[config.mk]
export PLATFORM = sky130hd
export DESIGN_NAME = uart_rx_deser
export DESIGN_NICKNAME = d
export VERILOG_FILES = /design/src/rtl/uart_pkg.sv /design/src/rtl/uart_bit_sync.sv /design/src/rtl/uart_rx_deser.sv
export SDC_FILE = /design/constraint.sdc
export NUM_CORES = 1
export LEC_CHECK = 0
export ABC_AREA = 1
export CAP_MARGIN = 20
export CELL_PAD_IN_SITES_DETAIL_PLACEMENT = 1
export CELL_PAD_IN_SITES_GLOBAL_PLACEMENT = 1
export CORE_UTILIZATION = 42
export DETAILED_ROUTE_END_ITERATION = 10
export PLACE_DENSITY = 0.8
export SETUP_SLACK_MARGIN = 0.05
export SYNTH_ARGS = -nofsm -noshare
export SYNTH_HDL_FRONTEND = slang
export SYNTH_HIERARCHICAL = 1
export SYNTH_SLANG_ARGS = --single-unit
export TNS_END_PERCENT = 1
[constraint.sdc]
create_clock -name clk_out1 -period 3.5 [get_ports clk_out1]
set_input_delay 0.875 -clock clk_out1 [delete_from_list [all_inputs] [get_ports clk_out1]]
set_output_delay 0.875 -clock clk_out1 [all_outputs]
set_load 0.01 [all_outputs]
[src/rtl/uart_pkg.sv]
// Shared UART definitions: default frame geometry and the receiver state encoding.
package uart_pkg;

    localparam int UART_DATA_BITS  = 8;
    localparam int UART_OVERSAMPLE = 16;

    typedef enum logic [2:0] {
        IDLE,
        START,
        DATA,
        STOP,
        WAIT_HIGH
    } rx_state_t;

endpackage

[src/rtl/uart_bit_sync.sv]
// Two-flop synchroniser for a single asynchronous input. The reset value is a
// parameter so idle-high lines (serial RX) and idle-low controls share one cell.
module uart_bit_sync #(
    parameter logic RESET_VALUE = 1'b0
) (
    input  logic clk_out1,
    input  logic rst,
    input  logic async_bit,
    output logic sync_bit
);

    logic meta;

    always_ff @(posedge clk_out1) begin
        if (rst) begin
            meta     <= RESET_VALUE;
            sync_bit <= RESET_VALUE;
        end else begin
            meta     <= async_bit;
            sync_bit <= meta;
        end
    end

endmodule

[src/rtl/uart_rx_deser.sv]
// Oversampling UART receiver: validates the start bit at mid-bit, samples data
// LSB first, checks the stop bit and pushes good bytes into the RX FIFO.
module uart_rx_deser
    import uart_pkg::*;
#(
    parameter int DATA_BITS  = UART_DATA_BITS,
    parameter int OVERSAMPLE = UART_OVERSAMPLE
) (
    input  logic                 clk_out1,
    input  logic                 rst,
    input  logic                 rx_en,
    input  logic                 rx_serial_data,
    input  logic                 fifo_full,
    output logic                 wr_en,
    output logic [DATA_BITS-1:0] din,
    output logic                 frame_err,
    output logic                 overrun
);

    localparam int CNT_W  = $clog2(OVERSAMPLE);
    localparam int BIDX_W = $clog2(DATA_BITS + 1);

    localparam logic [CNT_W-1:0]  MID_CNT  = CNT_W'(OVERSAMPLE / 2 - 1);
    localparam logic [CNT_W-1:0]  LAST_CNT = CNT_W'(OVERSAMPLE - 1);
    localparam logic [BIDX_W-1:0] LAST_BIT = BIDX_W'(DATA_BITS - 1);

    rx_state_t             state;
    logic                  rxs;
    logic [CNT_W-1:0]      cnt;
    logic [BIDX_W-1:0]     bidx;
    logic [DATA_BITS-1:0]  sh;

    uart_bit_sync #(
        .RESET_VALUE (1'b1)
    ) u_rx_sync (
        .clk_out1  (clk_out1),
        .rst       (rst),
        .async_bit (rx_serial_data),
        .sync_bit  (rxs)
    );

    // Everything advances on rx_en ticks only, except the break-release wait,
    // which watches the line every cycle. Status pulses clear by default.
    always_ff @(posedge clk_out1) begin
        if (rst) begin
            state     <= IDLE;
            cnt       <= '0;
            bidx      <= '0;
            sh        <= '0;
            din       <= '0;
            wr_en     <= 1'b0;
            frame_err <= 1'b0;
            overrun   <= 1'b0;
        end else begin
            wr_en     <= 1'b0;
            frame_err <= 1'b0;
            overrun   <= 1'b0;

            case (state)
                IDLE: begin
                    if (rx_en && !rxs) begin
                        state <= START;
                        cnt   <= '0;
                    end
                end

                START: begin
                    if (rx_en) begin
                        if (cnt == MID_CNT) begin
                            cnt <= '0;
                            if (!rxs) begin
                                state <= DATA;
                                bidx  <= '0;
                            end else begin
                                state <= IDLE;
                            end
                        end else begin
                            cnt <= cnt + 1'b1;
                        end
                    end
                end

                // Sample points sit a full bit period apart, starting from the
                // mid start-bit sample, so each lands in the middle of its bit.
                DATA: begin
                    if (rx_en) begin
                        if (cnt == LAST_CNT) begin
                            cnt  <= '0;
                            sh   <= {rxs, sh[DATA_BITS-1:1]};
                            bidx <= bidx + 1'b1;
                            if (bidx == LAST_BIT) begin
                                state <= STOP;
                            end
                        end else begin
                            cnt <= cnt + 1'b1;
                        end
                    end
                end

                STOP: begin
                    if (rx_en) begin
                        if (cnt == LAST_CNT) begin
                            cnt <= '0;
                            if (rxs) begin
                                state <= IDLE;
                                if (fifo_full) begin
                                    overrun <= 1'b1;
                                end else begin
                                    wr_en <= 1'b1;
                                    din   <= sh;
                                end
                            end else begin
                                frame_err <= 1'b1;
                                state     <= WAIT_HIGH;
                            end
                        end else begin
                            cnt <= cnt + 1'b1;
                        end
                    end
                end

                // A held-low line must go high before another start is accepted,
                // otherwise a break would decode as a stream of 0x00 frames.
                WAIT_HIGH: begin
                    if (rxs) begin
                        state <= IDLE;
                    end
                end

                default: begin
                    state <= IDLE;
                end
            endcase
        end
    end

endmodule

==> flow_summary.rst <==
.. list-table::
   :header-rows: 1

   * - Metric
     - Value
   * - Run status
     - finished clean
   * - Slew at the pin closest to its max-slew limit
     - 571 ps
   * - Number of synthesized flops with an enable pin
     - 0
   * - Detailed-route via count
     - 1325
   * - Final-layout setup total negative slack
     - 0 ps
   * - Portion of the post-synthesis area used by sequential elements
     - 0.447
   * - Pin count of the biggest net entering global routing
     - 23
   * - Largest cells by area after synthesis
     - sky130_fd_sc_hd__dfxtp_1 45%, sky130_fd_sc_hd__nand2_1 8.9%, sky130_fd_sc_hd__nor2_1 8.9%
   * - Router iterations before antenna repair
     - 4
   * - Die span in x
     - 60.4 um
   * - Number of instances in the synthesized netlist
     - 202
   * - Number of maximum-capacitance constraint violations
     - 0
   * - Setup Skew
     - 5.57 ps
   * - Achievable Freq
     - 0.458 GHz
   * - Final Util
     - 0.533
   * - Routability congestion estimate
     - 0.788
   * - Data arrival time at the worst-slack endpoint
     - 2410 ps
   * - Detailed-placement wirelength estimate
     - 2560 um
   * - Critical path fanouts, max
     - 17
   * - Clock tree from TritonCTS
     - done
   * - Proportion of netlist area held by the largest area contributor
     - 0.447
   * - Number of fill cells in the layout
     - 431
   * - Number of port buffers
     - 15
   * - Clock transition at the registers of the reported paths
     - 100 ps
   * - Starting density of the core
     - 0.455
   * - Crit end category
     - register
   * - Residual antenna-violating net count after detailed routing
     - 0
   * - #FFs+latches synth
     - 32
   * - Maximum VDD drop
     - 248 uV
   * - Area of the multi-input gates
     - 662 um2
   * - Count of instances resized after the clock tree is built
     - 0
   * - Netlist area before placement
     - 1430 um2
   * - Worst slew slack as a fraction of its limit
     - 0.619
   * - Net count after synthesis
     - 209
   * - Clock network latency to the later pin of the worst-skew pair
     - 340 ps
   * - Layout cell share with drive strength beyond 1
     - 0.0864
   * - Main synth FF type
     - sky130_fd_sc_hd__dfxtp_1
   * - Clock buffers created by TritonCTS
     - 5
   * - Routed wirelength normalized by instance count
     - 12.8 um
   * - Number of DRC violations after detailed routing
     - 0
   * - Synth-to-layout area growth
     - 17.1%
   * - Yosys warnings
     - 6
   * - Initial drt markers
     - 56
   * - Count of pins on the block boundary
     - 16
   * - Unique masters post-synth
     - 24
   * - Full die area
     - 3650 um2
   * - Core Region
     - 3150 um2
   * - Share of synthesized flip-flops with an asynchronous set or reset
     - 0
   * - Unrepaired setup endpoints after global routing
     - false
   * - Die Y-Extent
     - 60.4 um
   * - Final-report max-slew violation count
     - 0
   * - Ranking of synthesized cells by instance count
     - 34 x sky130_fd_sc_hd__nand2_1, 34 x sky130_fd_sc_hd__nor2_1, 32 x sky130_fd_sc_hd__dfxtp_1, 26 x sky130_fd_sc_hd__inv_1
   * - Total power divided by cell area
     - 599 nW/um2
   * - Leakage power summed over all cells
     - 0.683 nW
   * - Buffer cell driving the clock tree root
     - sky130_fd_sc_hd__clkbuf_4
   * - Type of the setup path with the least slack
     - input pin to register
   * - CP Launch Type
     - input pin
   * - Via count normalized by instance count
     - 5.02
   * - First-pass GRT wire length
     - 5710 um
   * - Buffer count from post-CTS setup fixing
     - 0
   * - Final antenna diode count
     - 0
   * - Required time of the critical path
     - 3720 ps
   * - Hold bufs inserted after CTS
     - 0
   * - Number of antenna violations at the first check in global routing
     - 0
   * - Global route total overflow
     - 0
   * - Worst hold path type
     - register to register
   * - Number of nets in the finished design
     - 226
   * - Total track usage
     - 0.216
   * - H-tree depth reported by CTS
     - 2
   * - Via count of the first global-routing pass
     - 1281
   * - Largest area contributor in the netlist
     - sky130_fd_sc_hd__dfxtp_1
   * - Setup Viol. Count Final
     - 0
   * - Fin. Hold Viols
     - 0
   * - Post-Route WL
     - 3370 um
   * - Final min period
     - 2180 ps
   * - Std-Cell Rows
     - 20
   * - Final Cycle Share
     - 0.623
   * - Avg Synthesized Cell Area
     - 7.10 um2
   * - Total number of clock tree sinks
     - 32
   * - Number of buffers between clock root and the deepest sink
     - 2
   * - Storage element area
     - 641 um2
[metrics by stage]
| step | instances | setup slack, ps | hold WS [ps] | cell area (um2) | total power (W) |
|---|---|---|---|---|---|
| finish | 264 | 1320 | 419 | 1680 | 0.00101 |
| CTS | 264 | 1300 | 430 | 1680 | 0.00102 |
| floorplan | 202 | 1770 | 380 | 1430 | 0.000716 |
| global route | 264 | 1140 | 451 | 1680 | 0.00110 |
| detailed placement | 256 | 929 | 400 | 1620 | 0.000787 |
| global placement | 256 | 1020 | 396 | 1620 | 0.000774 |
[report_power, final]
group / switching, W / total, W / internal [W]
logic: 0.000230 / 0.000344 / 0.000114
clock network: 0.000132 / 0.000230 / 0.0000982
registers: 0.0000419 / 0.000432 / 0.000390
total: 0.000403 / 0.00101 / 0.000602
[critical path, stage by stage]
cell	delay, ps
sky130_fd_sc_hd__clkdlybuf4s50_1	460
sky130_fd_sc_hd__inv_1	90
sky130_fd_sc_hd__nor2_2	240
sky130_fd_sc_hd__nand4_2	360
sky130_fd_sc_hd__o21ai_0	320
sky130_fd_sc_hd__a21oi_1	60
[cells in the final DEF (no fill, tap or decap), types with 2 or more instances in the layout]
cell,netlist,layout
sky130_fd_sc_hd__nand2_1,34,34
sky130_fd_sc_hd__nor2_1,34,34
sky130_fd_sc_hd__dfxtp_1,32,32
sky130_fd_sc_hd__inv_1,26,26
sky130_fd_sc_hd__a21oi_1,16,16
sky130_fd_sc_hd__o21ai_0,16,16
sky130_fd_sc_hd__nand3_1,15,15
sky130_fd_sc_hd__clkdlybuf4s50_1,0,15
sky130_fd_sc_hd__clkbuf_4,0,5
sky130_fd_sc_hd__inv_2,3,3
sky130_fd_sc_hd__nand2_2,3,3
sky130_fd_sc_hd__nor2_2,2,2
sky130_fd_sc_hd__o21ai_1,2,2
sky130_fd_sc_hd__nand4_1,2,2
sky130_fd_sc_hd__nor3_1,2,2
sky130_fd_sc_hd__ha_1,2,2
[routing by layer]
metal  routed length (um)  part of all wire  up-vias  track usage
li1                     -                 -      674            -
met2                 1640              0.49       21        0.363
met3                   79             0.023        7       0.0448
met4                   70             0.021        0        0.104
met5                    0                 0        -            0
met1                 1580              0.47      623        0.264
[path summary, 6_finish.rpt]
kind / startpoint / endpoint / slack (ps) / cells past startpoint
worst max-delay path: rx_en / din[3] / 1320 / 6
worst min-delay path: u_rx_sync/meta / u_rx_sync/sync_bit / 420 / 2
worst max register to register: cnt[0] / din[3] / 1640 / 6
worst min register to register: u_rx_sync/meta / u_rx_sync/sync_bit / 420 / 2
[flip-flops by register name, indices dropped and copies added (netlist names), 3 cells and up]
signal	count
din	8
sh	8
bidx	4
cnt	4
state	3
[final cells by class]
cell class	instances	area share
clock buffers	7	0.0328
repair buffers	15	0.0894
multi-input cells	136	0.394
inverters	29	0.0648
well taps	44	0.0328
flip-flops and latches	32	0.382
clock inverters	1	0.00447
[logic make-up after synthesis]
kind of cell | share of synthesized area
AND/OR/NAND/NOR | 0.307
flip-flops | 0.447
XOR/XNOR | 0.0122
buffers and inverters | 0.0916
adder cells (fa/ha/maj) | 0.0174
AO/OA/AOI/OAI | 0.125
(Power assumes the default switching activity.)
